## src/rtl/alu4_bist.sv

```systemverilog
// Exhaustive self-test sequencer for a 4-bit ALU: sweeps every op/A/B vector,
// compares each response against a built-in golden model and records the outcome.
module alu4_bist #(
    parameter int unsigned SETTLE_CYCLES = 1
) (
    input  logic       clk,
    input  logic       rst_n,
    input  logic       start,
    input  logic       abort,
    output logic [3:0] alu_A,
    output logic [3:0] alu_B,
    output logic [2:0] alu_op,
    input  logic [3:0] alu_Y,
    input  logic       alu_carry_out,
    input  logic       alu_overflow,
    input  logic       alu_zero,
    input  logic       alu_sign,
    output logic       busy,
    output logic       done,
    output logic       pass,
    output logic [10:0] err_count,
    output logic [2:0] first_fail_op,
    output logic [3:0] first_fail_A,
    output logic [3:0] first_fail_B,
    output logic [4:0] first_fail_mask
);

    typedef enum logic [1:0] {
        IDLE = 2'd0,
        RUN  = 2'd1,
        DONE = 2'd2
    } state_t;

    state_t     state, state_next;
    logic [3:0] settle_cnt;
    logic       settle_hit;
    logic       launch;
    logic       step;
    logic       last_vec;

    logic [4:0] sum5;
    logic [4:0] diff5;
    logic [3:0] gold_y;
    logic       gold_c;
    logic       gold_o;
    logic [4:0] field_mask;
    logic       mismatch;

    always_comb begin
        sum5   = {1'b0, alu_A} + {1'b0, alu_B};
        diff5  = {1'b0, alu_A} - {1'b0, alu_B};
        gold_y = 4'd0;
        gold_c = 1'b0;
        gold_o = 1'b0;
        case (alu_op)
            3'd0: begin
                gold_y = sum5[3:0];
                gold_c = sum5[4];
                gold_o = ~(alu_A[3] ^ alu_B[3]) & (sum5[3] ^ alu_A[3]);
            end
            3'd1: begin
                gold_y = diff5[3:0];
                gold_c = ~diff5[4];
                gold_o = (alu_A[3] ^ alu_B[3]) & (diff5[3] ^ alu_A[3]);
            end
            3'd2:    gold_y = alu_A & alu_B;
            3'd3:    gold_y = alu_A | alu_B;
            3'd4:    gold_y = alu_A ^ alu_B;
            default: gold_y = 4'd0;
        endcase
    end

    // Field order {Y, C, OVF, Z, S}
    assign field_mask = {(alu_Y != gold_y),
                         (alu_carry_out != gold_c),
                         (alu_overflow != gold_o),
                         (alu_zero != (gold_y == 4'd0)),
                         (alu_sign != gold_y[3])};
    assign mismatch   = |field_mask;

    assign settle_hit = (settle_cnt == 4'(SETTLE_CYCLES - 1));
    assign last_vec   = (alu_op == 3'd4) && (alu_A == 4'hF) && (alu_B == 4'hF);
    assign busy       = (state == RUN);

    always_ff @(posedge clk or negedge rst_n) begin
        if (!rst_n) state <= IDLE;
        else        state <= state_next;
    end

    always_comb begin
        state_next = state;
        launch     = 1'b0;
        step       = 1'b0;
        case (state)
            IDLE, DONE: begin
                if (start) begin
                    launch     = 1'b1;
                    state_next = RUN;
                end
            end
            RUN: begin
                if (abort) begin
                    state_next = IDLE;
                end else if (settle_hit) begin
                    step = 1'b1;
                    if (last_vec) state_next = DONE;
                end
            end
            default: state_next = IDLE;
        endcase
    end

    always_ff @(posedge clk or negedge rst_n) begin
        if (!rst_n) begin
            alu_op          <= 3'd0;
            alu_A           <= 4'd0;
            alu_B           <= 4'd0;
            settle_cnt      <= 4'd0;
            done            <= 1'b0;
            pass            <= 1'b0;
            err_count       <= 11'd0;
            first_fail_op   <= 3'd0;
            first_fail_A    <= 4'd0;
            first_fail_B    <= 4'd0;
            first_fail_mask <= 5'd0;
        end else if (launch) begin
            alu_op          <= 3'd0;
            alu_A           <= 4'd0;
            alu_B           <= 4'd0;
            settle_cnt      <= 4'd0;
            done            <= 1'b0;
            pass            <= 1'b0;
            err_count       <= 11'd0;
            first_fail_op   <= 3'd0;
            first_fail_A    <= 4'd0;
            first_fail_B    <= 4'd0;
            first_fail_mask <= 5'd0;
        end else if (state == RUN) begin
            if (abort) begin
                // Partial error data stays visible for post-mortem
                settle_cnt <= 4'd0;
                done       <= 1'b0;
                pass       <= 1'b0;
            end else begin
                settle_cnt <= settle_hit ? 4'd0 : settle_cnt + 4'd1;
                if (step) begin
                    if (mismatch) begin
                        err_count <= err_count + 11'd1;
                        if (err_count == 11'd0) begin
                            first_fail_op   <= alu_op;
                            first_fail_A    <= alu_A;
                            first_fail_B    <= alu_B;
                            first_fail_mask <= field_mask;
                        end
                    end
                    if (last_vec) begin
                        done <= 1'b1;
                        pass <= (err_count == 11'd0) && !mismatch;
                    end else if (alu_B != 4'hF) begin
                        alu_B <= alu_B + 4'd1;
                    end else begin
                        alu_B <= 4'd0;
                        if (alu_A != 4'hF) begin
                            alu_A <= alu_A + 4'd1;
                        end else begin
                            alu_A  <= 4'd0;
                            alu_op <= alu_op + 3'd1;
                        end
                    end
                end
            end
        end
    end

endmodule

```

## config.mk

```make
export PLATFORM = sky130hd
export DESIGN_NAME = alu4_bist
export DESIGN_NICKNAME = d
export VERILOG_FILES = /design/src/rtl/alu4_bist.sv
export SDC_FILE = /design/constraint.sdc
export NUM_CORES = 1
export LEC_CHECK = 0
export ABC_AREA = 1
export BUFFER_PORTS_ARGS = -buffer_cell sky130_fd_sc_hd__buf_4
export CAP_MARGIN = 25
export CORE_UTILIZATION = 62
export DETAILED_ROUTE_END_ITERATION = 10
export PLACE_DENSITY = 0.85
export SETUP_SLACK_MARGIN = 0.3
export SLEW_MARGIN = 20
export SYNTH_ARGS = -nofsm -noshare
export SYNTH_HDL_FRONTEND = slang
export SYNTH_SLANG_ARGS = --single-unit
```

## constraint.sdc

```tcl
create_clock -name clk -period 4.35 [get_ports clk]
set_input_delay 0.435 -clock clk [delete_from_list [all_inputs] [get_ports clk]]
set_output_delay 0.435 -clock clk [all_outputs]
set_load 0.01 [all_outputs]
```

==> results.py <==
metrics = {
    "outcome": {
        "outcome": "complete, no violations",
    },
    "yosys": {
        "synth_compound_area_share_pct": 5.08,
        "synth-simple-area-share_pct": 39.3,
        "synthCells": 454,
        "synth.distinct_cells": 33,
        "syn_area_um2": 3350,
        "synth_top_family_by_area": "simple AND/OR/NAND/NOR gates",
        "yosysWarnings": 0,
        "ys_seq_area_share_pct": 34.4,
        "synthMuxAreaShare_pct": 0,
        "synth_seq_cells": 46,
        "synth_nets": 491,
        "synth_fa_ha_area_share_pct": 9.79,
        "yosys.area_share.xor_xnor_pct": 1.57,
        "synth_area_per_cell_um2": 7.37,
    },
    "floorplan": {
        "die_w_um": 75.5,
        "fp.dieH_um": 75.5,
        "die_area_um2": 5700,
        "num_rows": 26,
        "num_io_pins": 53,
        "coreArea_um2": 5140,
        "start_util_pct": 65.1,
    },
    "clocking": {
        "clk_path_buf_depth": 2,
        "cts_root_buf": "clkbuf_8",
        "cts_setup_buffers": 0,
        "cts_tree": "built",
        "holdBufCountCts": 0,
        "numCtsBuffers": 5,
        "clock_sinks": 46,
        "path_clk_slew_ns": 0.09,
        "cts-htree-levels": 2,
        "insertion_delay_ns": 0.31,
        "cts_resized": 0,
    },
    "place": {
        "place_hpwl_um": 6240,
        "place.gp.congestion": 0.957,
        "dpl_worst_slack_ns": 1.24,
        "io_buffers": 52,
        "dpl.cell_count": 564,
    },
    "setup_path": {
        "critical_path_class": "reg -> reg",
        "cp_max_fo": 11,
        "path_buf_inv": 2,
        "start_kind": "register",
        "required_ns": 4.59,
        "cpMostUsedCell": "nand2_1",
        "cp_slowest_cell": "fa_1",
        "critPathCaptureType": "register",
        "worstPathCellList": "inv_1 > ha_1 > fa_1 > inv_1 > nand2_1 > nand2_1 > nor2_2 > nand3_1 > o21ai_2 > nand3_1 > nor2_1 > nand3_1 > nand2_1 > nand2_1 > nand2_1",
        "cp.arrival_ns": 3.43,
        "crit_path_max_incr_delay_ns": 0.48,
        "crit_family": "simple AND/OR/NAND/NOR gates",
    },
    "routing": {
        "wl_um": 8610,
        "vias": 3207,
        "drc": 0,
        "first_iter_violations": 233,
        "avgViaCountPerCell": 5.60,
        "firstDrtPassIters": 4,
        "wl_per_cell_um": 15.0,
        "ant_nets": 0,
    },
    "power_and_ir_drop": {
        "leakage_nw": 2.06,
        "p_comb_share_pct": 55.3,
        "p_sw_mw": 1.08,
        "switching_share_pct": 49.2,
        "p_int_mw": 1.11,
        "power-per-cell-area_nw_per_um2": 568,
        "peakVddDrop_v": 0.000420,
        "seqPwrFrac_pct": 31.7,
        "power.share.clock_pct": 13.0,
    },
    "timing": {
        "max_freq_mhz": 314,
        "finalSetupViolations": 0,
        "period_needed_ns": 3.18,
        "setup_slack_ns": 1.17,
        "hold_violations": 0,
        "rsz0062_at_grt": "false",
        "final_max_slew_viol_count": 0,
        "slew_headroom_pct": 61.1,
        "setup_tns_ns": 0,
        "clock_skew_ns": 0.00971,
        "tightest_slew_ns": 0.584,
        "fin_crit_sh_pct": 73.2,
    },
    "layout": {
        "nets": 539,
        "final_layout_size_suffix_gt1_share_pct": 19.9,
        "instances_no_fill": 573,
        "num_antenna_cells": 0,
        "areaGrowthSynthToFinish_pct": 15.1,
    },
    "grt": {
        "grt_pass1_wl_um": 13600,
        "antenna_found_initial": 0,
        "grt_pass1_vias": 2962,
        "grt_overflow": 0,
        "grt_max_degree": 47,
        "track_usage_pct": 32.0,
    },
    "min_path": {
        "hold_class": "in -> async",
    },
    "flow_run": {
        "cap_violations": 0,
    },
}
## cell usage after synthesis
| cell type | instances | area, µm² |
|---|---|---|
| a21oi_1 | 13 | 65.1 |
| a21oi_2 | 1 | 8.76 |
| and3_1 | 2 | 12.5 |
| buf_2 | 5 | 25.0 |
| buf_6 | 2 | 22.5 |
| buf_8 | 1 | 15.0 |
| clkbuf_1 | 5 | 18.8 |
| dfrtp_1 | 46 | 1150 |
| fa_1 | 2 | 40.0 |
| ha_1 | 23 | 288 |
| inv_1 | 61 | 229 |
| inv_2 | 4 | 15.0 |
| inv_4 | 1 | 6.26 |
| nand2_1 | 113 | 424 |
| nand2_2 | 1 | 6.26 |
| nand2_4 | 2 | 22.5 |
| nand3_1 | 63 | 315 |
| nand3_2 | 14 | 140 |
| nand4_1 | 15 | 93.8 |
| nor2_1 | 29 | 109 |
| nor2_2 | 7 | 43.8 |
| nor2_4 | 5 | 56.3 |
| nor3_1 | 8 | 40.0 |
| nor3b_1 | 1 | 7.51 |
| nor4_1 | 3 | 18.8 |
| nor4_2 | 1 | 12.5 |
| o21ai_0 | 14 | 70.1 |
| o21ai_1 | 1 | 5.00 |
| o21ai_2 | 1 | 8.76 |
| o22ai_1 | 2 | 12.5 |
| or2_1 | 1 | 6.26 |
| or2_2 | 1 | 6.26 |
| xor2_1 | 6 | 52.6 |
## routing by layer
layer  track usage, %  part of all wire, %
met1             41.4                   44
met2             56.1                   49
met3             5.56                  6.1
met4             7.82                 0.85
met5                0                    0
## metrics by stage
| step | utilization (%) | hold WS [ns] | total power [mW] | cell area [µm²] |
|---|---|---|---|---|
| CTS | 74.9 | 0.140 | 2.17 | 3850 |
| global route | 75.0 | 0.173 | 2.39 | 3850 |
| finish | 75.0 | 0.125 | 2.19 | 3850 |
| detailed placement | 73.0 | 0.473 | 1.88 | 3750 |
| global placement | 73.0 | 0.465 | 1.84 | 3750 |
| floorplan | - | 0.139 | 1.51 | 3350 |
## registers in the layout, indices dropped and copies added, names as in the netlist
register         cells
first_fail_op        3
first_fail_A         4
first_fail_B         4
alu_op               3
first_fail_mask      5
done                 1
err_count           11
state                2
alu_A                4
pass                 1
alu_B                4
settle_cnt           4
## cell families (layout without fill, tap and decap cells)
kind of cell	count (synthesis)	count (layout)
and+or+nand+nor	266	266
buffers and inverters	79	128
DFF	46	46
AOI/OAI and AO/OA	32	32
adders and majority gates	25	25
xor gates and xnor gates	6	6
## worst reg2reg max path, delay by kind of cell (launching register included)
| family | cells | cell delay (ns) |
|---|---|---|
| buffers and inverters | 2 | 0.16 |
| adder cells (fa/ha/maj) | 2 | 0.72 |
| flip-flops | 1 | 0.45 |
| AO/OA/AOI/OAI | 1 | 0.22 |
| AND/OR/NAND/NOR | 10 | 1.58 |
## placed cells by master (no fill, tap or decap), types with 2 or more instances in the layout
cell and n:
nor4_1 3, nor2_4 5, nor2_1 29, buf_4 53, and3_1 2, nand3_1 63
dfrtp_1 46, fa_1 2, nand3_2 14, ha_1 23, clkbuf_8 6, inv_1 61
xor2_1 6, a21oi_1 13, inv_2 4, nor2_2 7, nor3_1 8, o22ai_1 2
nand2_4 2, o21ai_0 14, nand2_1 113, nand4_1 15
## layout make-up
cell class	count	area (µm²)
Timing Repair Buffer	54	403
Clock buffer	6	82.6
Sequential cell	46	1150
Tap cell	70	87.6
Inverter	66	250
Multi-Input combinational cell	329	1870
Clock inverter	2	12.5
Fill cell	431	1290
## power groups by stage
stage / logic, mW / registers [mW] / clock network, mW
5_1_grt: 1.38 / 0.711 / 0.299
6_report: 1.21 / 0.695 / 0.284
3_5_place_dp: 1.19 / 0.699 / 0
3_3_place_gp: 1.15 / 0.694 / 0
4_1_cts: 1.19 / 0.690 / 0.285
2_1_floorplan: 0.821 / 0.692 / 0
## worst paths after layout
check / start / endpoint / slack, ns / cells past startpoint
worst max-delay path: alu_A[0] / err_count[8] / 1.17 / 15
worst min-delay path: rst_n / err_count[7] / 0.12 / 1
worst max register to register: alu_A[0] / err_count[8] / 1.17 / 15
worst min register to register: done / done / 0.51 / 2
max in group asynchronous: rst_n / alu_B[3] / 3.84 / 1
min in group clk: abort / settle_cnt[1] / 0.44 / 4
Power figures use the tool's default switching activity.
